==> config.mk <==
export PLATFORM = sky130hd
export DESIGN_NAME = game_timer_flat
export DESIGN_NICKNAME = d
export VERILOG_FILES = /design/src/rtl/game_timer_pkg.sv /design/src/rtl/game_timer_if.sv /design/src/rtl/game_timer_bin2bcd.sv /design/src/rtl/game_timer.sv /design/src/flat_wrapper.sv
export SDC_FILE = /design/constraint.sdc
export NUM_CORES = 1
export LEC_CHECK = 0
export CAP_MARGIN = 25
export CORE_MARGIN = 2
export CORE_UTILIZATION = 46
export DETAILED_ROUTE_END_ITERATION = 8
export PLACE_DENSITY_LB_ADDON = 0.15
export SYNTH_ARGS = -nofsm -noshare
export SYNTH_HDL_FRONTEND = slang
export SYNTH_SLANG_ARGS = --single-unit
==> constraint.sdc <==
create_clock -name clk -period 2.77 [get_ports clk]
set_input_delay 0.4155 -clock clk [delete_from_list [all_inputs] [get_ports clk]]
set_output_delay 0.4155 -clock clk [all_outputs]
set_load 0.01 [all_outputs]
==> src/rtl/game_timer_pkg.sv <==
// Shared constants for the whack-a-mole round timer: state encodings and count direction.
package game_timer_pkg;

    localparam logic [1:0] ST_IDLE    = 2'd0;
    localparam logic [1:0] ST_RUN     = 2'd1;
    localparam logic [1:0] ST_PAUSED  = 2'd2;
    localparam logic [1:0] ST_EXPIRED = 2'd3;

    localparam logic DIR_UP   = 1'b0;
    localparam logic DIR_DOWN = 1'b1;

    typedef enum logic [1:0] {
        S_IDLE    = ST_IDLE,
        S_RUN     = ST_RUN,
        S_PAUSED  = ST_PAUSED,
        S_EXPIRED = ST_EXPIRED
    } state_e;

endpackage

==> src/rtl/game_timer_if.sv <==
// Control/status bundle between the game FSM (master) and the round timer (slave).
// GAME_TIMER_BCD_EN adds the decimal display digits bcd_tens/bcd_ones.
interface game_timer_if #(parameter int WIDTH = 6);

    logic             tick;
    logic             start;
    logic             pause;
    logic             clear;
    logic             load;
    logic [WIDTH-1:0] load_val;
    logic             dir;
    logic [WIDTH-1:0] count;
    logic [1:0]       state;
    logic             running;
    logic             expired;
    logic             tc_pulse;
`ifdef GAME_TIMER_BCD_EN
    logic [3:0]       bcd_tens;
    logic [3:0]       bcd_ones;

    modport master (
        output tick, start, pause, clear, load, load_val, dir,
        input  count, state, running, expired, tc_pulse, bcd_tens, bcd_ones
    );
    modport slave (
        input  tick, start, pause, clear, load, load_val, dir,
        output count, state, running, expired, tc_pulse, bcd_tens, bcd_ones
    );
`else
    modport master (
        output tick, start, pause, clear, load, load_val, dir,
        input  count, state, running, expired, tc_pulse
    );
    modport slave (
        input  tick, start, pause, clear, load, load_val, dir,
        output count, state, running, expired, tc_pulse
    );
`endif

endinterface

==> src/rtl/game_timer_bin2bcd.sv <==
// Combinational split of the timer count into tens/ones decimal digits for the display.
// Only built when GAME_TIMER_BCD_EN is defined.
`ifdef GAME_TIMER_BCD_EN
module timer_bin2bcd #(
    parameter int WIDTH = 6
) (
    input  logic [WIDTH-1:0] bin,
    output logic [3:0]       tens,
    output logic [3:0]       ones
);

    logic [WIDTH-1:0] quot;
    logic [WIDTH-1:0] rem;

    assign quot = bin / WIDTH'(10);
    assign rem  = bin % WIDTH'(10);
    assign tens = 4'(quot);
    assign ones = 4'(rem);

endmodule
`endif

==> src/rtl/game_timer.sv <==
// Round timer: tick-strobed up/down counter with load, pause, saturate-or-wrap terminal and tc pulse.
// Optional macro GAME_TIMER_BCD_EN adds decimal digit outputs through timer_bin2bcd.
module game_timer
    import game_timer_pkg::*;
#(
    parameter int WIDTH     = 6,
    parameter int MAX_COUNT = 59,
    parameter int WRAP      = 0
) (
    input  logic         clk,
    input  logic         rst,
    game_timer_if.slave  bus
);

    localparam logic [WIDTH-1:0] MAX_C = WIDTH'(MAX_COUNT);
    localparam logic [WIDTH-1:0] ONE   = WIDTH'(1);

    if (MAX_COUNT > (2 ** WIDTH) - 1) begin : g_max_check
        $error("game_timer: MAX_COUNT does not fit in WIDTH bits");
    end

    state_e           state_q, state_d;
    logic [WIDTH-1:0] count_q, count_d;
    logic             tc_q, tc_d;

    logic [WIDTH-1:0] step_val;
    logic [WIDTH-1:0] reload_val;
    logic [WIDTH-1:0] load_clamped;
    logic             at_term;
    logic             next_term;

    always_ff @(posedge clk) begin
        if (rst) begin
            state_q <= S_IDLE;
            count_q <= '0;
            tc_q    <= 1'b0;
        end else begin
            state_q <= state_d;
            count_q <= count_d;
            tc_q    <= tc_d;
        end
    end

    // An up count sitting above MAX_COUNT is treated as already terminal.
    always_comb begin
        at_term      = (bus.dir == DIR_DOWN) ? (count_q == '0) : (count_q >= MAX_C);
        step_val     = (bus.dir == DIR_DOWN) ? (count_q - ONE) : (count_q + ONE);
        next_term    = (bus.dir == DIR_DOWN) ? (step_val == '0) : (step_val >= MAX_C);
        reload_val   = (bus.dir == DIR_DOWN) ? MAX_C : '0;
        load_clamped = (bus.load_val > MAX_C) ? MAX_C : bus.load_val;
    end

    always_comb begin
        state_d = state_q;
        count_d = count_q;
        tc_d    = 1'b0;
        if (bus.clear) begin
            state_d = S_IDLE;
            count_d = '0;
        end else if (bus.load) begin
            state_d = S_IDLE;
            count_d = load_clamped;
        end else begin
            case (state_q)
                S_IDLE: begin
                    if (bus.start && !bus.pause) begin
                        if (WRAP == 0 && at_term) begin
                            state_d = S_EXPIRED;
                            tc_d    = 1'b1;
                        end else begin
                            state_d = S_RUN;
                        end
                    end
                end
                S_RUN: begin
                    if (bus.pause) begin
                        state_d = S_PAUSED;
                    end else if (bus.tick) begin
                        if (WRAP != 0) begin
                            tc_d    = at_term;
                            count_d = at_term ? reload_val : step_val;
                        end else if (at_term) begin
                            state_d = S_EXPIRED;
                            tc_d    = 1'b1;
                        end else begin
                            count_d = step_val;
                            if (next_term) begin
                                state_d = S_EXPIRED;
                                tc_d    = 1'b1;
                            end
                        end
                    end
                end
                S_PAUSED: begin
                    if (bus.start && !bus.pause) begin
                        state_d = S_RUN;
                    end
                end
                default: begin
                end
            endcase
        end
    end

    assign bus.count    = count_q;
    assign bus.state    = state_q;
    assign bus.running  = (state_q == S_RUN);
    assign bus.expired  = (state_q == S_EXPIRED);
    assign bus.tc_pulse = tc_q;

`ifdef GAME_TIMER_BCD_EN
    if (MAX_COUNT > 99) begin : g_bcd_check
        $error("game_timer: BCD output needs MAX_COUNT <= 99");
    end

    timer_bin2bcd #(.WIDTH(WIDTH)) u_bin2bcd (
        .bin  (count_q),
        .tens (bus.bcd_tens),
        .ones (bus.bcd_ones)
    );
`endif

endmodule
==> src/flat_wrapper.sv <==
// flat-port wrapper written by rule: the top's interface ports become plain ports
module game_timer_flat import game_timer_pkg::*;
#(
    parameter int WIDTH     = 6,
    parameter int MAX_COUNT = 59,
    parameter int WRAP      = 0
)
  (clk, rst, bus_tick, bus_start, bus_pause, bus_clear, bus_load, bus_load_val, bus_dir, bus_count, bus_state, bus_running, bus_expired, bus_tc_pulse);
  game_timer_if #(.WIDTH(WIDTH)) bus_i ();
  input  logic clk;
  input  logic rst;
  input wire logic [$bits(bus_i.tick)-1:0] bus_tick;
  input wire logic [$bits(bus_i.start)-1:0] bus_start;
  input wire logic [$bits(bus_i.pause)-1:0] bus_pause;
  input wire logic [$bits(bus_i.clear)-1:0] bus_clear;
  input wire logic [$bits(bus_i.load)-1:0] bus_load;
  input wire logic [$bits(bus_i.load_val)-1:0] bus_load_val;
  input wire logic [$bits(bus_i.dir)-1:0] bus_dir;
  output wire logic [$bits(bus_i.count)-1:0] bus_count;
  output wire logic [$bits(bus_i.state)-1:0] bus_state;
  output wire logic [$bits(bus_i.running)-1:0] bus_running;
  output wire logic [$bits(bus_i.expired)-1:0] bus_expired;
  output wire logic [$bits(bus_i.tc_pulse)-1:0] bus_tc_pulse;
  assign bus_i.tick = bus_tick;
  assign bus_i.start = bus_start;
  assign bus_i.pause = bus_pause;
  assign bus_i.clear = bus_clear;
  assign bus_i.load = bus_load;
  assign bus_i.load_val = bus_load_val;
  assign bus_i.dir = bus_dir;
  assign bus_count = bus_i.count;
  assign bus_state = bus_i.state;
  assign bus_running = bus_i.running;
  assign bus_expired = bus_i.expired;
  assign bus_tc_pulse = bus_i.tc_pulse;
  game_timer #(.WIDTH(WIDTH), .MAX_COUNT(MAX_COUNT), .WRAP(WRAP)) u_core (.clk(clk), .rst(rst), .bus(bus_i));
endmodule
==> summary.md, run 1 <==
| Metric | Value |
|---|---|
| Die W | `46.3 um` |
| Antenna cells | `0` |
| Worst path slowest cell | `clkdlybuf4s50_1` |
| Initial antenna violation count | `0` |
| Setup TNS | `0 ps` |
| Worst path most repeated cell | `mux2i_1` |
| Final setup fails | `0` |
| Syn_area_per_cell | `between 8 and 9 sq um` |
| Wire per inst | `around 12 um` |
| Clock root buffer | `clkbuf_4` |
| Largest stage delay, worst path | `about 540 ps` |
| TritonCTS Buffers | `3` |
| Most frequent cells after synthesis | `ha_1 (10), nor2_1 (10), dfxtp_1 (9)` |
| Syn nets | `about 120` |
| Worst vdd ir | `about 0.28 mV` |
| Syn Inst Count | `96` |
| Pin count of the biggest net entering global routing | `12` |
| Via Count | `a little over 800` |
| Crit path time final | `between 2000 and 3000 ps` |
| Rows | `15` |
| Core ar. | `between 1500 and 2000 sq um` |
| Asr flop ratio synth | `0%` |
| Skew final | `roughly 5.0 ps` |
| Number of fill cells in the layout | `about 140` |
| First-pass GRT wire length | `around 3000 um` |
| Pins over their slew limit | `0` |
| Critical Path RT | `a little under 3000 ps` |
| EDFF count, synth | `0` |
| CTS Buffer Depth | `2` |
| Post-Layout Cell Count | `between 150 and 200` |
| RSZ-0062 raised after global routing | `no` |
| H-tree levels | `1` |
| Worst hold path type | `flop to flop` |
| Post CTS Setup Buffer Count | `0` |
| Primary FF master, synth | `dfxtp_1` |
| Arrival @ worst endpoint | `roughly 2700 ps` |
| DRC viols | `0` |
| GRT Util Overall | `between 20% and 30%` |
| CP Launch Type | `input pin` |
| CP Buf/Inv Count | `2` |
| Final ANT Viol Nets | `0` |
| CP Class | `input pin to flop` |
| CTS resizes | `0` |
| Outcome | `complete, no violations` |
| DR vias/cell | `5.21` |
| Minimum hold slack | `approximately 540 ps` |
| Slew @ Worst Pin | `432 ps` |
| CP endpoint kind | `flop` |
| Tcrit/Tclk final | `93.3%` |
| CTS sink cnt | `9` |
| R2R setup slack | `roughly 270 ps` |
| Syn. warnings | `0` |
| Placed cells | `about 150` |
| Area grow syn2layout | `42.1%` |
| IO Count | `25` |
| Synth cell types | `34` |
| Post-synth top area cell | `dfxtp_1` |
| Cell area after synthesis | `between 800 and 900 sq um` |
| Final RePlAce weighted congestion | `about 0.85` |
| Max_cap viols | `0` |
| CP delay by family, top | `simple AND/OR/NAND/NOR gates` |
| # nets final | `around 160` |
| Worst-path fanout max | `4` |
| Die area | `2140 sq um` |
| Area of the multi-input gates | `just over 600 sq um` |
| Final wirelength | `~1900 um` |
| GRT overflow | `0` |
| Final hold vios | `0` |
| Largest cells by area after synthesis | `dfxtp_1 (22%), ha_1 (15%), mux2i_1 (7.3%)` |
| Post-CTS Hold Buffers | `0` |
| DRT iter0 DRCs | `17` |
| Synth Register Bits | `9` |
| Critical-path cell list | `clkdlybuf4s50_1 -> inv_2 -> fa_1 -> nand2b_1 -> a21oi_1 -> xor2_1 -> or4_1 -> mux2i_1 -> o31ai_2 -> mux2i_1` |
| Number of global-route vias before repair | `689` |
| Fmax | `around 390 MHz` |
| Share of cells above drive strength 1 | `about 15%` |
| Clk slew on worst S/H paths | `about 70 ps` |
| Static leakage | `0.456 nW` |
| TritonRoute pass-1 iters | `4` |
| PortBufs | `24` |
| Starting density of the core | `just under 50%` |
| Register area share after synthesis | `21.9%` |
| Power Density | `307 nW/um^2` |
| Post-synth top area share | `about 22%` |
| Skew-Pair Late Insertion Delay | `270 ps` |
| Post-detail-place hpwl | `around 1600 um` |
| CTS tree | `done` |
| Overall power | `around 360 uW` |
| Sequential Area | `around 180 sq um` |
| Die span in y | `about 46 um` |
| Max transition margin | `between 70 and 80%` |
[sequential cells by signal, summed over array words and instances, names as in the netlist]
register	count
u_core.bus.tc_pulse	1
u_core.bus.count	6
u_core.bus.state	2
[power by group]
part	switching, mW	internal [mW]
sequential	0.00564	0.133
clock	0.0525	0.0559
combinational	0.0507	0.0607
[cell type report]
cell class,count,area share (%)
clock buffers,4,2.25
repair buffers,31,25.0
well taps,25,2.67
multi-input cells,80,52.7
flip-flops and latches,9,15.4
inverters,6,1.93
[per-layer routing]
metal	up-vias	part of all wire [%]	track usage, %
met5	-	0	0
met4	0	1.5	6.86
met3	4	5.2	7.06
li1	409	-	-
met2	22	49	33.1
met1	373	44	24.9
[through the flow]
stage | util, % | setup WS [ps] | instance area (sq um)
6_report | 68.5 | 185 | 1170
4_1_cts | 68.5 | 184 | 1170
3_5_place_dp | 67.0 | -99.6 | 1140
2_1_floorplan | - | 388 | 823
3_3_place_gp | 67.0 | -17.5 | 1140
5_1_grt | 68.5 | 50.7 | 1170
[worst reg2reg max path: stages (launching register included)]
cell and delay (ps):
dfxtp_1 430, inv_1 160, fa_1 450, nand2b_1 150, a21oi_1 150, xor2_1 100
or4_1 470, mux2i_1 230, o31ai_2 110, mux2i_1 130
[path summary, 6_finish.rpt]
kind | startpoint | end | cells past startpoint
setup reg to reg | u_core.bus.count[0] | u_core.bus.state[1] | 9
hold / removal | u_core.bus.state[1] | u_core.bus.state[1] | 2
setup / recovery | bus_dir | u_core.bus.state[1] | 10
hold reg to reg | u_core.bus.state[1] | u_core.bus.state[1] | 2
[placed cells by master (no fill, tap or decap)]
cell type	netlist	routed
o31ai_2	1	1
or2b_1	1	1
and2_1	4	4
nor2_1	10	10
or4_1	1	1
clkbuf_4	0	3
nor3_1	3	3
inv_1	5	5
inv_2	1	1
clkdlybuf4s50_1	0	24
buf_4	0	7
o41ai_1	1	1
clkbuf_1	1	1
dfxtp_1	9	9
o2111ai_1	1	1
nor2_4	1	1
nand2b_1	2	2
o21bai_1	2	2
nand3_1	1	1
o21ai_2	1	1
a21oi_1	5	5
ha_1	10	10
nand2_8	1	1
a21boi_1	1	1
nor2b_1	2	2
nand4_1	3	3
fa_1	1	1
o21ai_0	4	4
o221a_2	2	2
mux2i_1	6	6
xor2_1	3	3
nand2_1	6	6
o22ai_1	1	1
xnor2_1	3	3
a211oi_2	1	1
o211ai_1	1	1
or2b_2	1	1
[cell families after synthesis]
logic type	synth area share, %
AOI/OAI and AO/OA	18.8
buffers and inverters	3.19
DFF	21.9
muxes	7.30
xor gates and xnor gates	6.38
and+or+nand+nor	24.8
adders and majority gates	17.6
No activity file was read; power rests on OpenSTA's default activity.
==> run 2: changes to the inputs <==
--- a/config.mk
+++ b/config.mk
@@ -12,4 +12,5 @@
 export PLACE_DENSITY_LB_ADDON = 0.15
 export SYNTH_ARGS = -nofsm -noshare
 export SYNTH_HDL_FRONTEND = slang
+export SYNTH_HIERARCHICAL = 1
 export SYNTH_SLANG_ARGS = --single-unit
==> run 2 against run 1 <==
  * Hold slack worse by 17 ps
  * Clock skew shrank 2.4 ps
  * Combinational power is 9.9% higher
  * Final cell count grew 3.9%
  * Non-clock buffer count up 3
  * Critical path depth is 1 lower
  * Design area increased by 2.1%
  * Via count rose by 4.3%
  * Routed wire length increased by 4.6%
==> summary.md, run 2 <==
| Metric | Value |
|---|---|
| Wire per inst | `between 10 and 15 um` |
| Fmax | `slightly above 400 MHz` |
| Critical Path RT | `about 3000 ps` |
| Commonest non-fill, non-tap cell in the layout | `clkdlybuf4s50_1` |
| R2R depth | `9` |
| Max reg flops | `6` |
| Primary FF master, synth | `dfxtp_1` |
| Syn. warnings | `6` |
| Area grow syn2layout | `45.1%` |
| Minimum hold slack | `roughly 520 ps` |
| Worst-path fanout max | `6` |
| Sequential Area | `between 150 and 200 sq um` |
| Skew final | `about 2.6 ps` |
| Worst vdd ir | `between 0.2 and 0.3 mV` |
| Post-synth top area cell | `dfxtp_1` |
| Overall power | `367 uW` |
| Rows | `15` |
| Final setup fails | `0` |
| Asr flop ratio synth | `0%` |
| PortBufs | `24` |
| GRT overflow | `0` |
| Arrival @ worst endpoint | `approximately 2700 ps` |
| Final RePlAce weighted congestion | `between 0.8 and 0.9` |
| Post-synth top area share | `21.9%` |
| Synth cell types | `35` |
| Power Density | `slightly above 300 nW/um^2` |
| Final wirelength | `between 2000 and 2500 um` |
| Post CTS Setup Buffer Count | `0` |
| Share of cells above drive strength 1 | `between 10% and 20%` |
| Most frequent cells after synthesis | `ha_1 (10), dfxtp_1 (9), nand2_1 (9)` |
| Register area share after synthesis | `21.9%` |
| Syn nets | `~120` |
| Antenna cells | `0` |
| Post-Place Cell Area | `1170 sq um` |
| Final hold vios | `0` |
| Die W | `46.3 um` |
| R2r startpoint | `u_core/bus.count[0]` |
| CTS resizes | `0` |
| Clk slew on worst S/H paths | `about 70 ps` |
| Min-Delay Path Depth | `2` |
| H-tree levels | `1` |
| Post-CTS Hold Buffers | `0` |
| Most frequent cells in the layout | `clkdlybuf4s50_1 (23), ha_1 (10), buf_4 (10), nand2_1 (9), dfxtp_1 (9)` |
| Critical-path cell list | `inv_1 -> fa_1 -> nand2b_1 -> o2bb2ai_1 -> xnor2_1 -> o2111ai_1 -> o221a_1 -> a21o_1 -> a211oi_2` |
| Layout Cell Area excl Fill | `between 1000 and 1500 sq um` |
| Final ANT Viol Nets | `0` |
| GRT Util Overall | `between 20% and 30%` |
| Largest cells by area after synthesis | `dfxtp_1 (22%), ha_1 (15%), mux2i_1 (4.9%)` |
| RSZ-0062 raised after global routing | `no` |
| CTS tree | `done` |
| EDFF count, synth | `0` |
| IO Count | `25` |
| Initial antenna violation count | `0` |
| Static leakage | `~0.49 nW` |
| DRC viols | `0` |
| Cell area after synthesis | `around 800 sq um` |
| Slew @ Worst Pin | `between 600 and 700 ps` |
| WHS Endpoint | `u_core/bus.state[1]` |
| Outcome | `complete, no violations` |
| First-pass GRT wire length | `3370 um` |
| DR vias/cell | `roughly 5.2` |
| Comb pwr share | `about 33%` |
| CTS sink cnt | `9` |
| Clock root buffer | `clkbuf_4` |
| Sequential fraction of design power | `approximately 38%` |
| Post-detail-place hpwl | `approximately 1700 um` |
| Starting density of the core | `48.2%` |
| Syn Inst Count | `99` |
| Pin count of the biggest net entering global routing | `13` |
| Area of the multi-input gates | `approximately 610 sq um` |
| CP endpoint kind | `flop` |
| CTS Buffer Depth | `2` |
| Die span in y | `around 46 um` |
| Internal | `around 260 uW` |
| Synth Register Bits | `9` |
| CP Class | `flop to flop` |
| NetSw | `between 100 and 150 uW` |
| Worst path slowest cell | `dfxtp_1` |
| Core ar. | `between 1500 and 2000 sq um` |
| Number of fill cells in the layout | `around 140` |
| Syn_area_per_cell | `between 8 and 9 sq um` |
| CP Launch Type | `flop` |
| Largest stage delay, worst path | `roughly 430 ps` |
| Worst hold path type | `flop to flop` |
| R2R setup slack | `300 ps` |
| Sw Ratio | `roughly 30%` |
| Tcrit/Tclk final | `89.1%` |
| Skew-Pair Late Insertion Delay | `between 200 and 300 ps` |
| DRT iter0 DRCs | `16` |
| TritonRoute pass-1 iters | `4` |
| Clock power share | `between 20% and 30%` |
| Cell with the most instances after synthesis | `ha_1` |
| Max_cap viols | `0` |
| Hold path startpoint | `u_core/bus.state[1]` |
| Via Count | `roughly 840` |
| R2r endpoint | `u_core/bus.state[0]` |
| # nets final | `between 150 and 200` |
| Max transition margin | `between 50% and 60%` |
| Number of global-route vias before repair | `822` |
| Pins over their slew limit | `0` |
| TritonCTS Buffers | `3` |
| Die area | `2140 sq um` |
| Crit path time final | `roughly 2500 ps` |
==> run 2: cell count changes after synthesis, sizes merged, moves of 2 or more <==
cell / before / now
a211o: 0 / 3
nor4b: 0 / 2
o21bai: 2 / 0
nand3: 1 / 3
nor2: 11 / 8
nand2: 7 / 9
inv: 6 / 8
a21oi: 5 / 2
mux2i: 6 / 4
or2b: 2 / 0
==> run 2: cells by family after synthesis <==
| group | after synthesis | synth area share (%) |
|---|---|---|
| buffers and inverters | 9 | 4.10 |
| flip-flops | 9 | 21.9 |
| AO/OA/AOI/OAI | 24 | 23.1 |
| AND/OR/NAND/NOR | 36 | 22.0 |
| multiplexers | 4 | 4.86 |
| adder cells (fa/ha/maj) | 11 | 17.6 |
| XOR/XNOR | 6 | 6.38 |
==> run 2: power groups by stage <==
| stage | combinational, mW | clock (mW) | sequential (mW) |
|---|---|---|---|
| after detailed placement | 0.120 | 0 | 0.142 |
| after floorplan | 0.0593 | 0 | 0.142 |
| after global routing | 0.134 | 0.114 | 0.139 |
| after CTS | 0.121 | 0.108 | 0.139 |
| after global placement | 0.118 | 0 | 0.142 |
| final | 0.122 | 0.106 | 0.139 |
==> run 2: layout make-up <==
cell class              instances  area share, %
flip-flops and latches          9           15.1
well taps                      25           2.62
clock buffers                   4           2.20
repair buffers                 34           26.6
inverters                       8           2.51
multi-input cells              81           51.0
==> run 2: routing by layer <==
layer,routed length (um),vias up,global-route usage [%]
met4,13,0,8.57
met1,921,393,26.7
met2,1010,15,38.6
li1,-,433,-
met5,0,-,0
met3,78,2,2.35
==> run 2: how the worst max path moves through the flow <==
stage | start | to | slack [ps] | cells past startpoint
2_1_floorplan | bus_dir | u_core/bus.state[0] | 470 | 8
3_3_place_gp | bus_dir | u_core/bus.state[0] | -170 | 10
3_5_place_dp | bus_dir | u_core/bus.state[0] | -170 | 10
4_1_cts | bus_dir | u_core/bus.state[0] | 80 | 10
5_1_grt | u_core/bus.count[0] | u_core/bus.state[0] | 120 | 9
6_report | u_core/bus.count[0] | u_core/bus.state[0] | 300 | 9
==> run 2: worst max-delay path: cells and delay by family (launching register included) <==
kind	cells	cell delay (ps)
xor+xnor	1	230
flops	1	430
fa+ha+maj	1	430
compound gates	5	1000
simple gates	1	170
buf+inv	1	140
==> run 2: through the flow <==
stage	setup WS, ps	instances	setup TNS, ps	utilization [%]
floorplan	473	99	0	-
global placement	-172	157	-320	68.3
detailed placement	-175	157	-332	68.3
CTS	78.7	161	0	69.8
global route	122	161	0	70.0
finish	301	161	0	70.0
==> run 3: changes to the inputs <==
--- a/config.mk
+++ b/config.mk
@@ -5,9 +5,10 @@
 export SDC_FILE = /design/constraint.sdc
 export NUM_CORES = 1
 export LEC_CHECK = 0
+export ABC_AREA = 1
 export CAP_MARGIN = 25
 export CORE_MARGIN = 2
-export CORE_UTILIZATION = 46
+export CORE_UTILIZATION = 48
 export DETAILED_ROUTE_END_ITERATION = 8
 export PLACE_DENSITY_LB_ADDON = 0.15
 export SYNTH_ARGS = -nofsm -noshare
==> run 3 against run 2 <==
  * Sequential power about the same
  * Synthesized cell count up 40%
  * Power up 2.4%
  * Sequential cell count unchanged
  * Core utilization down 0.63 points
  * Critical endpoint unchanged
==> summary.md, run 3 <==
| Metric | Value |
|---|---|
| Clock power share | `a little over a quarter` |
| Final RePlAce weighted congestion | `0.877` |
| Max_cap viols | `0` |
| Pins over their slew limit | `0` |
| Post-Place Cell Area | `about 1200 sq um` |
| Fmax | `~440 MHz` |
| Post-CTS Hold Buffers | `0` |
| Die span in y | `about 48 um` |
| Syn. warnings | `6` |
| Worst hold path type | `flop to flop` |
| CTS sink cnt | `9` |
| Core ar. | `1780 sq um` |
| Asr flop ratio synth | `0%` |
| Final hold vios | `0` |
| Number of global-route vias before repair | `a little over 900` |
| Tcrit/Tclk final | `81.8%` |
| H-tree levels | `1` |
| Syn Inst Count | `139` |
| Critical Path RT | `2920 ps` |
| Final wirelength | `approximately 2300 um` |
| Initial antenna violation count | `0` |
| Sequential fraction of design power | `a little under two fifths` |
| Skew-Pair Late Insertion Delay | `approximately 260 ps` |
| First-pass GRT wire length | `3570 um` |
| Post-detail-place hpwl | `1860 um` |
| Arrival @ worst endpoint | `between 2000 and 2500 ps` |
| Synth cell types | `31` |
| TritonRoute pass-1 iters | `4` |
| Post-synth top area share | `between 10% and 20%` |
| DRC viols | `0` |
| Pin count of the biggest net entering global routing | `10` |
| Layout Cell Area excl Fill | `1240 sq um` |
| CTS Buffer Depth | `2` |
| Primary FF master, synth | `dfxtp_1` |
| CP endpoint kind | `flop` |
| CP Class | `input pin to flop` |
| Crit path time final | `between 2000 and 2500 ps` |
| Cell with the most instances after synthesis | `nand2_1` |
| Die W | `between 40 and 50 um` |
| DR vias/cell | `between 5 and 6` |
| Cell area after synthesis | `roughly 940 sq um` |
| Static leakage | `roughly 0.56 nW` |
| Minimum hold slack | `between 500 and 600 ps` |
| Wire per inst | `approximately 12 um` |
| Commonest non-fill, non-tap cell in the layout | `nand2_1` |
| Post CTS Setup Buffer Count | `0` |
| Area grow syn2layout | `32.1%` |
| Synth Register Bits | `9` |
| Final setup fails | `0` |
| CP Launch Type | `input pin` |
| Max reg flops | `6` |
| Worst vdd ir | `approximately 0.33 mV` |
| Number of fill cells in the layout | `157` |
| CTS resizes | `0` |
| Internal | `around 250 uW` |
| Worst-path fanout max | `6` |
| GRT overflow | `0` |
| Syn_area_per_cell | `roughly 6.7 sq um` |
| DRT iter0 DRCs | `31` |
| CTS tree | `done` |
| Most frequent cells after synthesis | `nand2_1 (25), inv_1 (18), nor2_1 (18)` |
| Post-synth top area cell | `dfxtp_1` |
| Slew @ Worst Pin | `a little over 500 ps` |
| TritonCTS Buffers | `3` |
| Comb pwr share | `a little over a third` |
| Overall power | `approximately 380 uW` |
| Outcome | `complete, no violations` |
| Syn nets | `between 150 and 200` |
| Largest cells by area after synthesis | `dfxtp_1 (19%), ha_1 (13%), nand2_1 (10%)` |
| NetSw | `around 130 uW` |
| Register area share after synthesis | `about a fifth` |
| IO Count | `25` |
| Starting density of the core | `a little over half` |
| GRT Util Overall | `between 20% and 30%` |
| Clk slew on worst S/H paths | `roughly 60 ps` |
| Skew final | `about 7.2 ps` |
| RSZ-0062 raised after global routing | `no` |
| PortBufs | `24` |
| # nets final | `roughly 190` |
| Most frequent cells in the layout | `nand2_1 (25), clkdlybuf4s50_1 (24), inv_1 (18), nor2_1 (18), nand3_1 (15)` |
| Final ANT Viol Nets | `0` |
| EDFF count, synth | `0` |
| Antenna cells | `0` |
| Sw Ratio | `about 34%` |
| Power Density | `304 nW/um^2` |
| Die area | `2320 sq um` |
| Rows | `15` |
| Via Count | `1,003` |
| Fin worst setup slack | `503 ps` |
| Max transition margin | `between 60% and 70%` |
| Dpl ws | `273 ps` |
| Share of cells above drive strength 1 | `12.6%` |
| Clock root buffer | `clkbuf_4` |
| Setup TNS | `0 ps` |
-- run 3: worst paths after layout --
| path | startpoint | end | slack [ps] | cells past startpoint |
|---|---|---|---|---|
| max | bus_dir | u_core/bus.state[0] | 500 | 13 |
| min | u_core/bus.state[1] | u_core/bus.state[1] | 560 | 2 |
| max reg2reg | u_core/bus.count[0] | u_core/bus.state[0] | 680 | 12 |
| min reg2reg | u_core/bus.state[1] | u_core/bus.state[1] | 560 | 2 |
-- run 3: cell type report --
type,count,area (sq um),share of cell area (%)
clock buffer,4,26.3,2.13
sequential,9,180,14.6
multi-input combinational,108,671,54.3
inverter,21,80.1,6.48
timing repair buffer,25,248,20.0
tap,25,31.3,2.53
-- run 3: kinds of logic (layout without fill, tap and decap cells) --
family	after synthesis	in the layout	share of synthesized area (%)
simple gates	72	72	38.6
compound gates	24	24	16.6
buf+inv	22	50	9.09
fa+ha+maj	11	11	15.5
flops	9	9	19.3
xor+xnor	1	1	0.936
-- run 3: metal layers --
metal / part of all wire [%] / global-route usage [%] / vias to the layer above
li1: - / - / 520
met1: 47 / 25.3 / 451
met2: 48 / 39.5 / 28
met3: 3.8 / 2.22 / 4
met4: 1.0 / 10.3 / 0
met5: 0 / 0 / -
-- run 3: per-stage QoR --
step | util, % | std cells
2_1_floorplan | - | 139
3_3_place_gp | 67.9 | 188
3_5_place_dp | 67.9 | 188
4_1_cts | 69.3 | 192
5_1_grt | 69.3 | 192
6_report | 69.3 | 192
-- run 3: worst max-delay path, cell delays in order --
cell             delay [ps]
clkdlybuf4s50_1         450
buf_4                   180
ha_1                    370
nor2_1                  200
nor2_1                   60
nand2_1                  80
nand2_1                  50
nand2_1                  70
nand2_2                  70
nand3_1                 110
nand4_2                 140
a21oi_1                 160
nor2_1                   60
-- run 3: power groups by stage --
| stage | sequential, mW | clock, mW | combinational, mW |
|---|---|---|---|
| floorplan | 0.144 | 0 | 0.0812 |
| global placement | 0.144 | 0 | 0.127 |
| detailed placement | 0.144 | 0 | 0.130 |
| CTS | 0.141 | 0.104 | 0.131 |
| global route | 0.142 | 0.111 | 0.146 |
| finish | 0.142 | 0.103 | 0.132 |
